## src/rtl/r3_stage_sched.sv

```systemverilog
// ---------------------------------------------------------------------------
// r3_stage_sched
//   Address/sequence controller for one in-place radix-3 DIF FFT stage over
//   an N-point frame memory. It issues one butterfly operand triplet
//   (a0, a1, a2) plus twiddle index per accepted cycle, delays the addresses
//   through a LAT-deep line so write-back addresses line up with butterfly
//   results, and pulses done once the stage has fully drained.
//
// Ports:
//   clk, rst_n          clock (rising edge), asynchronous active-low reset
//   start               one-cycle stage request, only honoured in IDLE
//   cfg_span            leg spacing S, captured on an accepted start
//   cfg_tw_step         twiddle stride N/(3S), captured with cfg_span
//   iss_ready           downstream can take an issue this cycle
//   iss_valid           issue triplet valid
//   iss_a0/a1/a2        read addresses of the three legs
//   iss_tw              twiddle index k (W^k on leg 1, W^2k on leg 2)
//   wb_valid            write-back triplet valid, LAT cycles after accept
//   wb_a0/a1/a2         write-back addresses
//   busy                high in RUN and DRAIN
//   done                one-cycle completion pulse
// ---------------------------------------------------------------------------
module r3_stage_sched #(
    parameter int N      = 27,
    parameter int ADDR_W = 5,
    parameter int LAT    = 2
) (
    input  logic              clk,
    input  logic              rst_n,
    input  logic              start,
    input  logic [ADDR_W-1:0] cfg_span,
    input  logic [ADDR_W-1:0] cfg_tw_step,
    input  logic              iss_ready,
    output logic              iss_valid,
    output logic [ADDR_W-1:0] iss_a0,
    output logic [ADDR_W-1:0] iss_a1,
    output logic [ADDR_W-1:0] iss_a2,
    output logic [ADDR_W-1:0] iss_tw,
    output logic              wb_valid,
    output logic [ADDR_W-1:0] wb_a0,
    output logic [ADDR_W-1:0] wb_a1,
    output logic [ADDR_W-1:0] wb_a2,
    output logic              busy,
    output logic              done
);

    typedef enum logic [1:0] {
        S_IDLE,
        S_RUN,
        S_DRAIN,
        S_DONE
    } state_t;

    localparam logic [ADDR_W-1:0] ONE   = ADDR_W'(1);
    localparam logic [ADDR_W+1:0] N_EXT = (ADDR_W+2)'(N);

    state_t state, state_next;

    logic [ADDR_W-1:0] g;
    logic [ADDR_W-1:0] j;
    logic [ADDR_W-1:0] span;
    logic [ADDR_W-1:0] tw_step;

    logic [ADDR_W-1:0] a0, a1, a2, tw;
    logic [ADDR_W+1:0] g_adv;
    logic              run;
    logic              accept;
    logic              last_leg;
    logic              last_fly;
    logic              pending;
    logic              start_ok;

    logic              dl_valid [LAT];
    logic [ADDR_W-1:0] dl_a0    [LAT];
    logic [ADDR_W-1:0] dl_a1    [LAT];
    logic [ADDR_W-1:0] dl_a2    [LAT];

    assign run      = (state == S_RUN);
    assign accept   = run && iss_ready;
    assign start_ok = (state == S_IDLE) && start && (cfg_span != '0);

    assign a0 = g + j;
    assign a1 = a0 + span;
    assign a2 = a1 + span;
    assign tw = j * tw_step;

    // The group base can run past N (and past 2^ADDR_W) on the final wrap,
    // so the advance is computed two bits wider before comparing to N.
    assign g_adv    = {2'b00, g} + {2'b00, span} + {1'b0, span, 1'b0};
    assign last_leg = (j == span - ONE);
    assign last_fly = last_leg && (g_adv >= N_EXT);

    // Only entries that will still be in the line after this edge matter:
    // the last stage is being presented on wb_* this cycle, so DONE can
    // follow immediately after it.
    always_comb begin
        pending = 1'b0;
        for (int i = 0; i < LAT - 1; i++) begin
            pending = pending | dl_valid[i];
        end
    end

    // State register.
    always_ff @(posedge clk or negedge rst_n) begin
        if (!rst_n) begin
            state <= S_IDLE;
        end else begin
            state <= state_next;
        end
    end

    // Next-state logic; start is only looked at in IDLE.
    always_comb begin
        state_next = state;
        case (state)
            S_IDLE: begin
                if (start) begin
                    state_next = (cfg_span != '0) ? S_RUN : S_DONE;
                end
            end
            S_RUN: begin
                if (accept && last_fly) begin
                    state_next = S_DRAIN;
                end
            end
            S_DRAIN: begin
                if (!pending) begin
                    state_next = S_DONE;
                end
            end
            S_DONE: begin
                state_next = S_IDLE;
            end
            default: begin
                state_next = S_IDLE;
            end
        endcase
    end

    // Captured configuration and the (g, j) butterfly counters.
    always_ff @(posedge clk or negedge rst_n) begin
        if (!rst_n) begin
            g       <= '0;
            j       <= '0;
            span    <= '0;
            tw_step <= '0;
        end else if (start_ok) begin
            g       <= '0;
            j       <= '0;
            span    <= cfg_span;
            tw_step <= cfg_tw_step;
        end else if (accept) begin
            if (last_leg) begin
                j <= '0;
                g <= g_adv[ADDR_W-1:0];
            end else begin
                j <= j + ONE;
            end
        end
    end

    // Write-back delay line. It shifts every cycle regardless of iss_ready;
    // non-accept cycles enter as zeroed bubbles.
    always_ff @(posedge clk or negedge rst_n) begin
        if (!rst_n) begin
            for (int i = 0; i < LAT; i++) begin
                dl_valid[i] <= 1'b0;
                dl_a0[i]    <= '0;
                dl_a1[i]    <= '0;
                dl_a2[i]    <= '0;
            end
        end else begin
            dl_valid[0] <= accept;
            dl_a0[0]    <= accept ? a0 : '0;
            dl_a1[0]    <= accept ? a1 : '0;
            dl_a2[0]    <= accept ? a2 : '0;
            for (int i = 1; i < LAT; i++) begin
                dl_valid[i] <= dl_valid[i-1];
                dl_a0[i]    <= dl_a0[i-1];
                dl_a1[i]    <= dl_a1[i-1];
                dl_a2[i]    <= dl_a2[i-1];
            end
        end
    end

    assign iss_valid = run;
    assign iss_a0    = run ? a0 : '0;
    assign iss_a1    = run ? a1 : '0;
    assign iss_a2    = run ? a2 : '0;
    assign iss_tw    = run ? tw : '0;

    assign wb_valid  = dl_valid[LAT-1];
    assign wb_a0     = dl_a0[LAT-1];
    assign wb_a1     = dl_a1[LAT-1];
    assign wb_a2     = dl_a2[LAT-1];

    assign busy      = (state == S_RUN) || (state == S_DRAIN);
    assign done      = (state == S_DONE);

endmodule

```

## config.mk

```make
export PLATFORM = sky130hd
export DESIGN_NAME = r3_stage_sched
export DESIGN_NICKNAME = d
export VERILOG_FILES = /design/src/rtl/r3_stage_sched.sv
export SDC_FILE = /design/constraint.sdc
export NUM_CORES = 1
export LEC_CHECK = 0
export ABC_AREA = 1
export CAP_MARGIN = 10
export CORE_MARGIN = 1
export CORE_UTILIZATION = 55
export DETAILED_ROUTE_END_ITERATION = 6
export MAX_ROUTING_LAYER = met4
export PLACE_DENSITY = 0.81
export RECOVER_POWER = 100
export SYNTH_ARGS = -nofsm -noshare
export SYNTH_HDL_FRONTEND = slang
export SYNTH_SLANG_ARGS = --single-unit
```

## constraint.sdc

```tcl
create_clock -name clk -period 8.9 [get_ports clk]
set_input_delay 2.67 -clock clk [delete_from_list [all_inputs] [get_ports clk]]
set_output_delay 2.67 -clock clk [all_outputs]
set_load 0.05 [all_outputs]
```

==> run_results.csv, run 1 <==
group,metric,value,unit
timing,rsz0062_at_grt,"no",
timing,relSlewSlack,-82.34,%
placement,dp_hpwl,5539,um
final_layout,fin_util,65.98,%
synthesis,netlist_area,3531,um2
clock_tree,cts_tree,"done",
synthesis,netlist_instances,403,
synthesis,avgSynthCellArea,8.762,um2
synthesis,synth_cell_type_count,36,
timing,post-route-period-util,83.24,%
clock_tree,cts.sinks,54,
min_path,whs_endpoint,"wb_a2[2]$_DFF_PN0_",
clock_tree,post_cts_buffers,0,
timing,setup_ws,1.492,ns
floorplan,num_io_pins,53,
synthesis,synth_area_leaders,"dfrtp_1 (38%), ha_1 (11%), nand2_1 (9.9%), fa_1 (5.7%), inv_1 (5.6%)",
job,drv_cap,1,
final_layout,syn_to_final_growth,13.25,%
timing,finalSetupTns,0,ns
placement,gp_congestion,0.8986,
min_path,hp-start,"dl_a2[7]$_DFF_PN0_",
final_layout,diodes,0,
global_routing,grt_pass1_wl,11870,um
synthesis,yosysSeqAreaShare,38.27,%
floorplan,die_width,82.13,um
worst_setup_path,cp-end-kind,"output port",
clock_tree,cts_resized,0,
synthesis,synthFlopType,"dfrtp_1",
worst_setup_path,r2r_end,"dl_a2[9]$_DFF_PN0_",
final_layout,num-fill-cells,501,
min_path,whs_path_depth,0,
floorplan,die-area,6745,um2
timing,finClkSkew,0.009846,ns
clock_tree,clkTransAtPathRegs,0.10,ns
drt,vias_per_cell,5.093,
timing,max_freq,0.1350,GHz
synthesis,synth_edf_count,0,
global_routing,grt_usage,24.06,%
clock_tree,clk_latency,0.31,ns
clock_tree,ctsHoldBuffers,0,
clock_tree,clockBufferDepth,2,
floorplan,die_h,82.13,um
synthesis,ys_async_sr_fraction,100.0,%
worst_setup_path,worstPathArrival,4.74,ns
synthesis,ys.warnings.count,0,
worst_setup_path,cp.required,6.23,ns
floorplan,core,6061,um2
drt,drtIter0Drc,72,
floorplan,initial_core_util,58.26,%
worst_setup_path,crit_type,"register to output port",
worst_setup_path,crit_fanout,10,
global_routing,antenna_found_initial,0,
drt,postRouteWirelength,6949,um
final_layout,finalNetCount,493,
timing,min_period,7.408,ns
floorplan,rows,28,
final_layout,fin_cells,514,
min_path,hp-class,"register to register",
global_routing,grt_pass1_vias,2632,
timing,tightestPinTransition,2.735,ns
placement,pre_cts_ws,2.012,ns
global_routing,grt_max_degree,55,
worst_setup_path,reg2regPathDepth,17,
drt,num_vias,2618,
timing,finalHoldViolCount,0,
timing,maxSlewViolCount,55,
synthesis,syn_nets,458,
synthesis,ys_ff_latch,54,
final_layout,layout_commonest_cell,"nand2_1",
clock_tree,cts_inserted_buffers,5,
global_routing,overflow,0,
drt,wl_per_cell,13.52,um
run_status,outcome,"finished with violations",
placement,dp.cells,506,
run_status,violations,"capacitance limit, slew limit",
synthesis,synth_top_area_share,38.27,%
timing,setup_violations,0,
final_layout,drive_gt1_share,6.834,%
worst_setup_path,critPathLaunchType,"register",
clock_tree,clockRootBuffer,"clkbuf_8",
worst_setup_path,r2r-start,"j[0]$_DFFE_PN0P_",
drt,drc,0,
final_layout,final_cell_mix,"nand2_1 (97), inv_1 (54), dfrtp_1 (54), dlygate4sd3_1 (41), nor2_1 (39)",
drt,ant_nets,0,
drt,dr.pass1.iters,4,
synthesis,yosys.area.top_type,"dfrtp_1",
clock_tree,htreeDepth,2,
worst_setup_path,r2r_setup_slack,5.22,ns
placement,port_buffers,52,
worst max-delay path by stage:
stage	startpoint	to	slack, ns	depth (start not counted)
floorplan	j[1]$_DFFE_PN0P_	iss_a2[4]	2.75	17
global placement	j[0]$_DFFE_PN0P_	iss_a2[4]	2.16	18
detailed placement	j[0]$_DFFE_PN0P_	iss_a2[4]	2.01	18
CTS	j[0]$_DFFE_PN0P_	iss_a2[4]	1.61	18
global route	j[0]$_DFFE_PN0P_	iss_a2[4]	1.14	18
finish	j[0]$_DFFE_PN0P_	iss_a2[4]	1.49	18
metal layers:
| layer | GRT usage, % | routed length, um |
|---|---|---|
| met5 | - | 0 |
| met4 | 10.18 | 168 |
| met3 | 4.396 | 295 |
| met2 | 41.98 | 3552 |
| met1 | 26.96 | 2933 |
cell families after synthesis:
logic type / count (synthesis) / synth area share, %
XOR/XNOR: 22 / 6.202
flip-flops: 54 / 38.27
AO/OA/AOI/OAI: 27 / 4.394
buffers and inverters: 84 / 11.69
adder cells (fa/ha/maj): 41 / 16.65
AND/OR/NAND/NOR: 175 / 22.79
synthesized netlist by cell type, types with 2 or more instances:
cell type and number:
a21oi_1 10, buf_4 17, buf_6 4, clkbuf_1 3, dfrtp_1 54, fa_1 10
ha_1 31, inv_1 53, inv_2 5, nand2_1 93, nand2_2 6, nand2_4 2
nand3_1 19, nand3_2 5, nand3b_1 2, nor2_1 39, nor3_2 2, o21ai_0 5
o21ai_1 7, o21ai_2 2, xnor2_1 8, xor2_1 12
metrics by stage:
stage	hold WS, ns	area (um2)
floorplan	0.3312	3531
global placement	0.3321	3959
detailed placement	0.3347	3959
CTS	0.3568	4056
global route	0.3731	3999
finish	0.3553	3999
state kept, by name (all words and copies together), names as in the netlist:
name	count
g	5
state	2
tw_step	5
span	5
dl_a0	5
wb_a2	5
wb_a0	5
pending	1
wb_valid	1
wb_a1	5
dl_a2	5
j	5
dl_a1	5
critical path: stages (launching register included):
cell           delay, ns
dfrtp_1             0.57
ha_1                0.23
inv_1               0.05
fa_1                0.60
inv_1               0.07
ha_1                0.28
a21oi_1             0.06
o21ai_0             0.21
xor2_1              0.27
inv_1               0.09
ha_1                0.35
nand2_1             0.08
o21ai_0             0.19
xor2_1              0.21
inv_1               0.06
nand2_1             0.06
nand2_1             0.07
nor2_1              0.08
dlygate4sd3_1       0.88
cell type report:
cell class	instances	area, um2	area share (%)
clock buffer	5	68.82	1.721
multi-input combinational	265	1713	42.83
timing repair buffer	53	519.2	12.98
inverter	59	224.0	5.601
tap	75	93.84	2.347
sequential	54	1351	33.79
clock inverter	3	28.78	0.7196
Power of run 1 is left out: the tool's default activity adds up to more than one toggle a clock period on the data nets, which glitch-free logic cannot reach.
==> run 2, diff against run 1 <==
--- a/config.mk
+++ b/config.mk
@@ -8,10 +8,10 @@
 export ABC_AREA = 1
 export CAP_MARGIN = 10
 export CORE_MARGIN = 1
-export CORE_UTILIZATION = 55
+export CORE_UTILIZATION = 49
 export DETAILED_ROUTE_END_ITERATION = 6
 export MAX_ROUTING_LAYER = met4
-export PLACE_DENSITY = 0.81
+export PLACE_DENSITY = 0.76
 export RECOVER_POWER = 100
 export SYNTH_ARGS = -nofsm -noshare
 export SYNTH_HDL_FRONTEND = slang
==> constraint.sdc (replaced) <==
create_clock -name clk -period 6.5 [get_ports clk]
set_input_delay 1.95 -clock clk [delete_from_list [all_inputs] [get_ports clk]]
set_output_delay 1.95 -clock clk [all_outputs]
set_load 0.05 [all_outputs]
==> run 2 against run 1 <==
  * The run still ends with capacitance limit, slew limit left
  * Largest cell class unchanged
  * Utilization is 7.5 points lower
  * Global-route usage shrank 3.0 points
  * Routed wire length increased by 0.13%
  * Non-clock buffer count up 1
  * Clock-buffer cell count up 1
  * First-iteration DRC count rose by 21%
==> run_results.csv, run 2 (synthesis results as in run 1) <==
group,metric,value,unit
final_layout,syn_to_final_growth,13.71,%
worst_setup_path,cp_cell_sequence,"inv_1 -> fa_1 -> fa_1 -> xnor2_1 -> ha_1 -> nand2_1 -> nor2_1 -> a211oi_1 -> xor2_1 -> nor2_1 -> dlygate4sd3_1",
global_routing,antenna_found_initial,0,
run_status,violations,"capacitance limit, slew limit",
final_layout,multiInputGateArea,1713,um2
clock_tree,post_cts_buffers,0,
worst_setup_path,crit_path_max_incr_delay,0.88,ns
clock_tree,cts_resized,0,
floorplan,die_h,86.89,um
clock_tree,ctsHoldBuffers,0,
timing,min_period,6.066,ns
placement,dp_hpwl,5499,um
run_status,outcome,"finished with violations",
final_layout,final_cell_mix,"nand2_1 (97), inv_1 (54), dfrtp_1 (54), dlygate4sd3_1 (40), nor2_1 (39)",
final_layout,drive_gt1_share,6.818,%
timing,maxSlewViolCount,55,
timing,finalHoldViolCount,0,
global_routing,grt_max_degree,55,
timing,finalSetupTns,0,ns
final_layout,finalNetCount,494,
worst_setup_path,slowest_stage,"dlygate4sd3_1",
job,drv_cap,1,
floorplan,die-area,7549,um2
global_routing,grt_pass1_vias,2578,
drt,postRouteWirelength,6958,um
placement,place_area,3993,um2
drt,dr.pass1.iters,4,
floorplan,core,6869,um2
drt,ant_nets,0,
floorplan,num_io_pins,53,
drt,wl_per_cell,12.98,um
worst_setup_path,cp.required,4.55,ns
worst_setup_path,crit_fanout,9,
clock_tree,cts_tree,"done",
placement,dp.cells,528,
worst_setup_path,worstPathArrival,4.12,ns
floorplan,die_width,86.89,um
timing,max_freq,0.1648,GHz
floorplan,rows,30,
placement,gp_congestion,0.8918,
final_layout,regArea,1351,um2
timing,tightestPinTransition,2.896,ns
placement,port_buffers,52,
clock_tree,cts_inserted_buffers,5,
placement,pre_cts_ws,0.5049,ns
timing,setup_ws,0.4337,ns
global_routing,overflow,0,
clock_tree,clk_latency,0.30,ns
timing,rsz0062_at_grt,"no",
worst_setup_path,cp-end-kind,"output port",
final_layout,num-fill-cells,630,
min_path,hp-class,"register to register",
global_routing,grt_usage,21.05,%
final_layout,stdcell_area,4015,um2
global_routing,grt_pass1_wl,11850,um
final_layout,layout_commonest_cell,"nand2_1",
timing,finClkSkew,0.007806,ns
clock_tree,clockBufferDepth,2,
final_layout,diodes,0,
timing,post-route-period-util,93.33,%
timing,setup_violations,0,
worst_setup_path,critPathLaunchType,"register",
clock_tree,clkTransAtPathRegs,0.10,ns
final_layout,fin_cells,536,
drt,num_vias,2629,
drt,drc,0,
drt,drtIter0Drc,87,
worst_setup_path,crit_type,"register to output port",
timing,relSlewSlack,-93.04,%
drt,vias_per_cell,4.905,
clock_tree,htreeDepth,2,
floorplan,initial_core_util,51.40,%
clock_tree,clockRootBuffer,"clkbuf_8",
clock_tree,cts.sinks,54,
## run 2: changes by cell type in the layout (fill, tap and decap cells not counted)
cell	previous run	this run
clkbuf_1	1	3
dlygate4sd3_1	41	40
clkinv_2	0	1
buf_4	0	1
inv_8	1	0
clkinv_4	2	1
## run 2: final cells by class
type | instances | share of cell area [%]
multi-input cells | 265 | 42.66
flip-flops and latches | 54 | 33.66
repair buffers | 54 | 12.96
inverters | 59 | 5.578
well taps | 96 | 2.992
clock buffers | 6 | 1.807
clock inverters | 2 | 0.3428
## run 2: metal layers
metal	global-route usage, %	routed length (um)	vias to the layer above
met5	-	0	-
met4	7.576	136	0
met3	4.265	379	17
met2	34.36	3492	81
met1	25.99	2950	1241
li1	-	-	1290
## run 2: path summary, 6_finish.rpt
check	from	to	slack, ns	cells past startpoint
max in group asynchronous	rst_n	span[2]$_DFFE_PN0P_	2.19	2
min in group asynchronous	rst_n	tw_step[1]$_DFFE_PN0P_	2.66	2
worst min register to register	dl_a0[6]$_DFF_PN0_	wb_a0[1]$_DFF_PN0_	0.35	0
worst max-delay path	j[1]$_DFFE_PN0P_	iss_a2[3]	0.43	11
worst max register to register	j[1]$_DFFE_PN0P_	dl_a2[9]$_DFF_PN0_	3.12	15
worst min-delay path	dl_a0[6]$_DFF_PN0_	wb_a0[1]$_DFF_PN0_	0.35	0
## run 2: per-stage QoR
stage,hold WS (ns),util [%]
2_1_floorplan,0.3312,-
3_5_place_dp,0.3355,58.12
3_3_place_gp,0.3321,58.12
5_1_grt,0.3605,58.45
4_1_cts,0.3581,59.38
6_report,0.3533,58.45
## run 2: worst max-delay path: cells and delay by family (launching register included)
family | cells | cell delay (ns)
and+or+nand+nor | 3 | 0.26
AOI/OAI and AO/OA | 1 | 0.25
xor gates and xnor gates | 2 | 0.39
adders and majority gates | 3 | 1.35
buffers and inverters | 2 | 1.02
DFF | 1 | 0.54
Power of run 2 is left out for the same reason.
==> run 3, diff against run 2 <==
--- a/config.mk
+++ b/config.mk
@@ -7,11 +7,10 @@
 export LEC_CHECK = 0
 export ABC_AREA = 1
 export CAP_MARGIN = 10
-export CORE_MARGIN = 1
+export CORE_MARGIN = 5
 export CORE_UTILIZATION = 49
 export DETAILED_ROUTE_END_ITERATION = 6
-export MAX_ROUTING_LAYER = met4
-export PLACE_DENSITY = 0.76
+export PLACE_DENSITY = 0.87
 export RECOVER_POWER = 100
 export SYNTH_ARGS = -nofsm -noshare
 export SYNTH_HDL_FRONTEND = slang
==> run 3 against run 2 <==
  * The flow still finishes with violations (capacitance limit, slew limit)
  * Worst hold slack improved by 0.0031 ns
  * Utilization fell by 2.1 points
  * Maximum frequency fell by 0.27%
  * Highest routed layer unchanged
  * Clock skew barely moved
  * Critical path depth did not move
  * First-iteration DRC count rose by 100%
  * Non-clock buffer count did not move
  * Sequential share of layout area fell by 0.084 points
==> run_results.csv, run 3 (synthesis results as in run 1) <==
group,metric,value,unit
timing,rsz0062_at_grt,"no",
floorplan,die-area,9003,um2
worst_setup_path,crit_path_max_incr_delay,0.89,ns
worst_setup_path,cp-startpoint,"j[1]$_DFFE_PN0P_",
worst_setup_path,slowest_stage,"dlygate4sd3_1",
drt,postRouteWirelength,7210,um
clock_tree,ctsHoldBuffers,0,
clock_tree,cts_tree,"done",
worst_setup_path,cp-endpoint,"iss_a2[3]",
drt,wl_per_cell,13.38,um
clock_tree,cts.sinks,54,
worst_setup_path,r2r_end,"dl_a2[9]$_DFF_PN0_",
global_routing,grt_max_degree,55,
final_layout,syn_to_final_growth,14.00,%
drt,ant_nets,0,
final_layout,finalNetCount,494,
global_routing,grtUsageMet2,31.00,%
worst_setup_path,crit_fanout,9,
floorplan,rows,31,
run_status,violations,"capacitance limit, slew limit",
final_layout,drive_gt1_share,7.045,%
job,drv_cap,1,
global_routing,antenna_found_initial,0,
clock_tree,clockBufferDepth,2,
clock_tree,cts_resized,0,
global_routing,grt_usage,17.62,%
drt,vias_per_cell,4.929,
worst_setup_path,worstPathArrival,4.13,ns
timing,max_freq,0.1644,GHz
timing,setup_violations,0,
global_routing,busiest_layer,"met2",
final_layout,diodes,0,
timing,maxSlewViolCount,55,
drt,drtIter0Drc,178,
worst_setup_path,cp-end-kind,"output port",
clock_tree,cts_inserted_buffers,5,
worst_setup_path,cp.required,4.55,ns
placement,port_buffers,52,
floorplan,die_h,94.89,um
worst_setup_path,r2r_setup_slack,3.09,ns
global_routing,overflow,0,
run_status,outcome,"finished with violations",
timing,min_period,6.083,ns
min_path,hp-class,"register to register",
timing,finClkSkew,0.007904,ns
floorplan,initial_core_util,49.47,%
worst_setup_path,r2r-start,"j[1]$_DFFE_PN0P_",
global_routing,grt_use_met3,2.789,%
global_routing,grt_pass1_vias,2704,
timing,finalSetupTns,0,ns
worst_setup_path,cp_cell_sequence,"inv_1 -> fa_1 -> fa_1 -> xnor2_1 -> ha_1 -> nand2_1 -> nor2_1 -> a211oi_1 -> xor2_1 -> nor2_1 -> dlygate4sd3_1",
clock_tree,post_cts_buffers,0,
timing,relSlewSlack,-86.40,%
final_layout,final_cell_mix,"nand2_1 (97), inv_1 (54), dfrtp_1 (54), dlygate4sd3_1 (40), nor2_1 (39)",
global_routing,grtUsageMet1,22.72,%
final_layout,layout_commonest_cell,"nand2_1",
clock_tree,htreeDepth,2,
worst_setup_path,reg2regPathDepth,15,
floorplan,num_io_pins,53,
drt,drc,0,
global_routing,grt_pass1_wl,12650,um
worst_setup_path,critPathLaunchType,"register",
timing,finalHoldViolCount,0,
floorplan,die_width,94.89,um
timing,tightestPinTransition,2.796,ns
clock_tree,clkTransAtPathRegs,0.10,ns
worst_setup_path,crit_type,"register to output port",
min_path,whs_path_depth,0,
drt,dr.pass1.iters,4,
timing,post-route-period-util,93.58,%
clock_tree,clockRootBuffer,"clkbuf_8",
final_layout,num-fill-cells,647,
floorplan,core,7137,um2
placement,gp_congestion,0.9192,
drt,num_vias,2657,
clock_tree,clk_latency,0.31,ns
placement,dp_hpwl,5725,um
==> run 3: changes by cell type in the layout (fill, tap and decap cells not counted), sizes merged <==
| cell | change |
|---|---|
| clkinv | -2 |
| clkbuf | -1 |
| inv | +1 |
| clkinvlp | +2 |
==> run 3: worst min path at each step <==
stage	from	end	slack [ns]
3_5_place_dp	dl_a1[8]$_DFF_PN0_	wb_a1[3]$_DFF_PN0_	0.34
4_1_cts	dl_a1[6]$_DFF_PN0_	wb_a1[1]$_DFF_PN0_	0.36
2_1_floorplan	dl_a0[5]$_DFF_PN0_	wb_a0[0]$_DFF_PN0_	0.33
3_3_place_gp	dl_a1[5]$_DFF_PN0_	wb_a1[0]$_DFF_PN0_	0.33
6_report	dl_a0[6]$_DFF_PN0_	wb_a0[1]$_DFF_PN0_	0.36
5_1_grt	dl_a1[5]$_DFF_PN0_	wb_a1[0]$_DFF_PN0_	0.37
==> run 3: layout make-up <==
type	count	area, um2	area share [%]
flip-flops and latches	54	1351	33.57
multi-input cells	265	1713	42.56
well taps	99	123.9	3.077
clock buffers	5	68.82	1.710
clock inverters	3	23.77	0.5906
repair buffers	54	520.5	12.93
inverters	59	224.0	5.564
==> run 3: layer usage <==
metal / share of wire [%] / wire (um) / vias up
met4: 1.7 / 119 / 0
met5: 0 / 0 / -
li1: - / - / 1296
met3: 5.8 / 421 / 11
met2: 52 / 3780 / 84
met1: 40 / 2888 / 1266
==> run 3: stage by stage <==
| stage | util [%] | instance area (um2) | setup slack, ns | hold slack [ns] | instances |
|---|---|---|---|---|---|
| floorplan | - | 3531 | 1.069 | 0.3312 | 403 |
| global placement | 56.00 | 3996 | 0.6369 | 0.3324 | 531 |
| detailed placement | 56.00 | 3996 | 0.4590 | 0.3355 | 531 |
| CTS | 57.29 | 4089 | 0.1156 | 0.3586 | 539 |
| global route | 56.40 | 4025 | 0.06412 | 0.3732 | 539 |
| finish | 56.40 | 4025 | 0.4172 | 0.3564 | 539 |
==> run 3: worst max-delay path: cells and delay by family, from the launching register on <==
| kind | cells | cell delay [ns] |
|---|---|---|
| simple gates | 3 | 0.27 |
| flops | 1 | 0.53 |
| compound gates | 1 | 0.25 |
| fa+ha+maj | 3 | 1.37 |
| buf+inv | 2 | 1.01 |
| xor+xnor | 2 | 0.39 |
Power of run 3 is left out for the same reason.
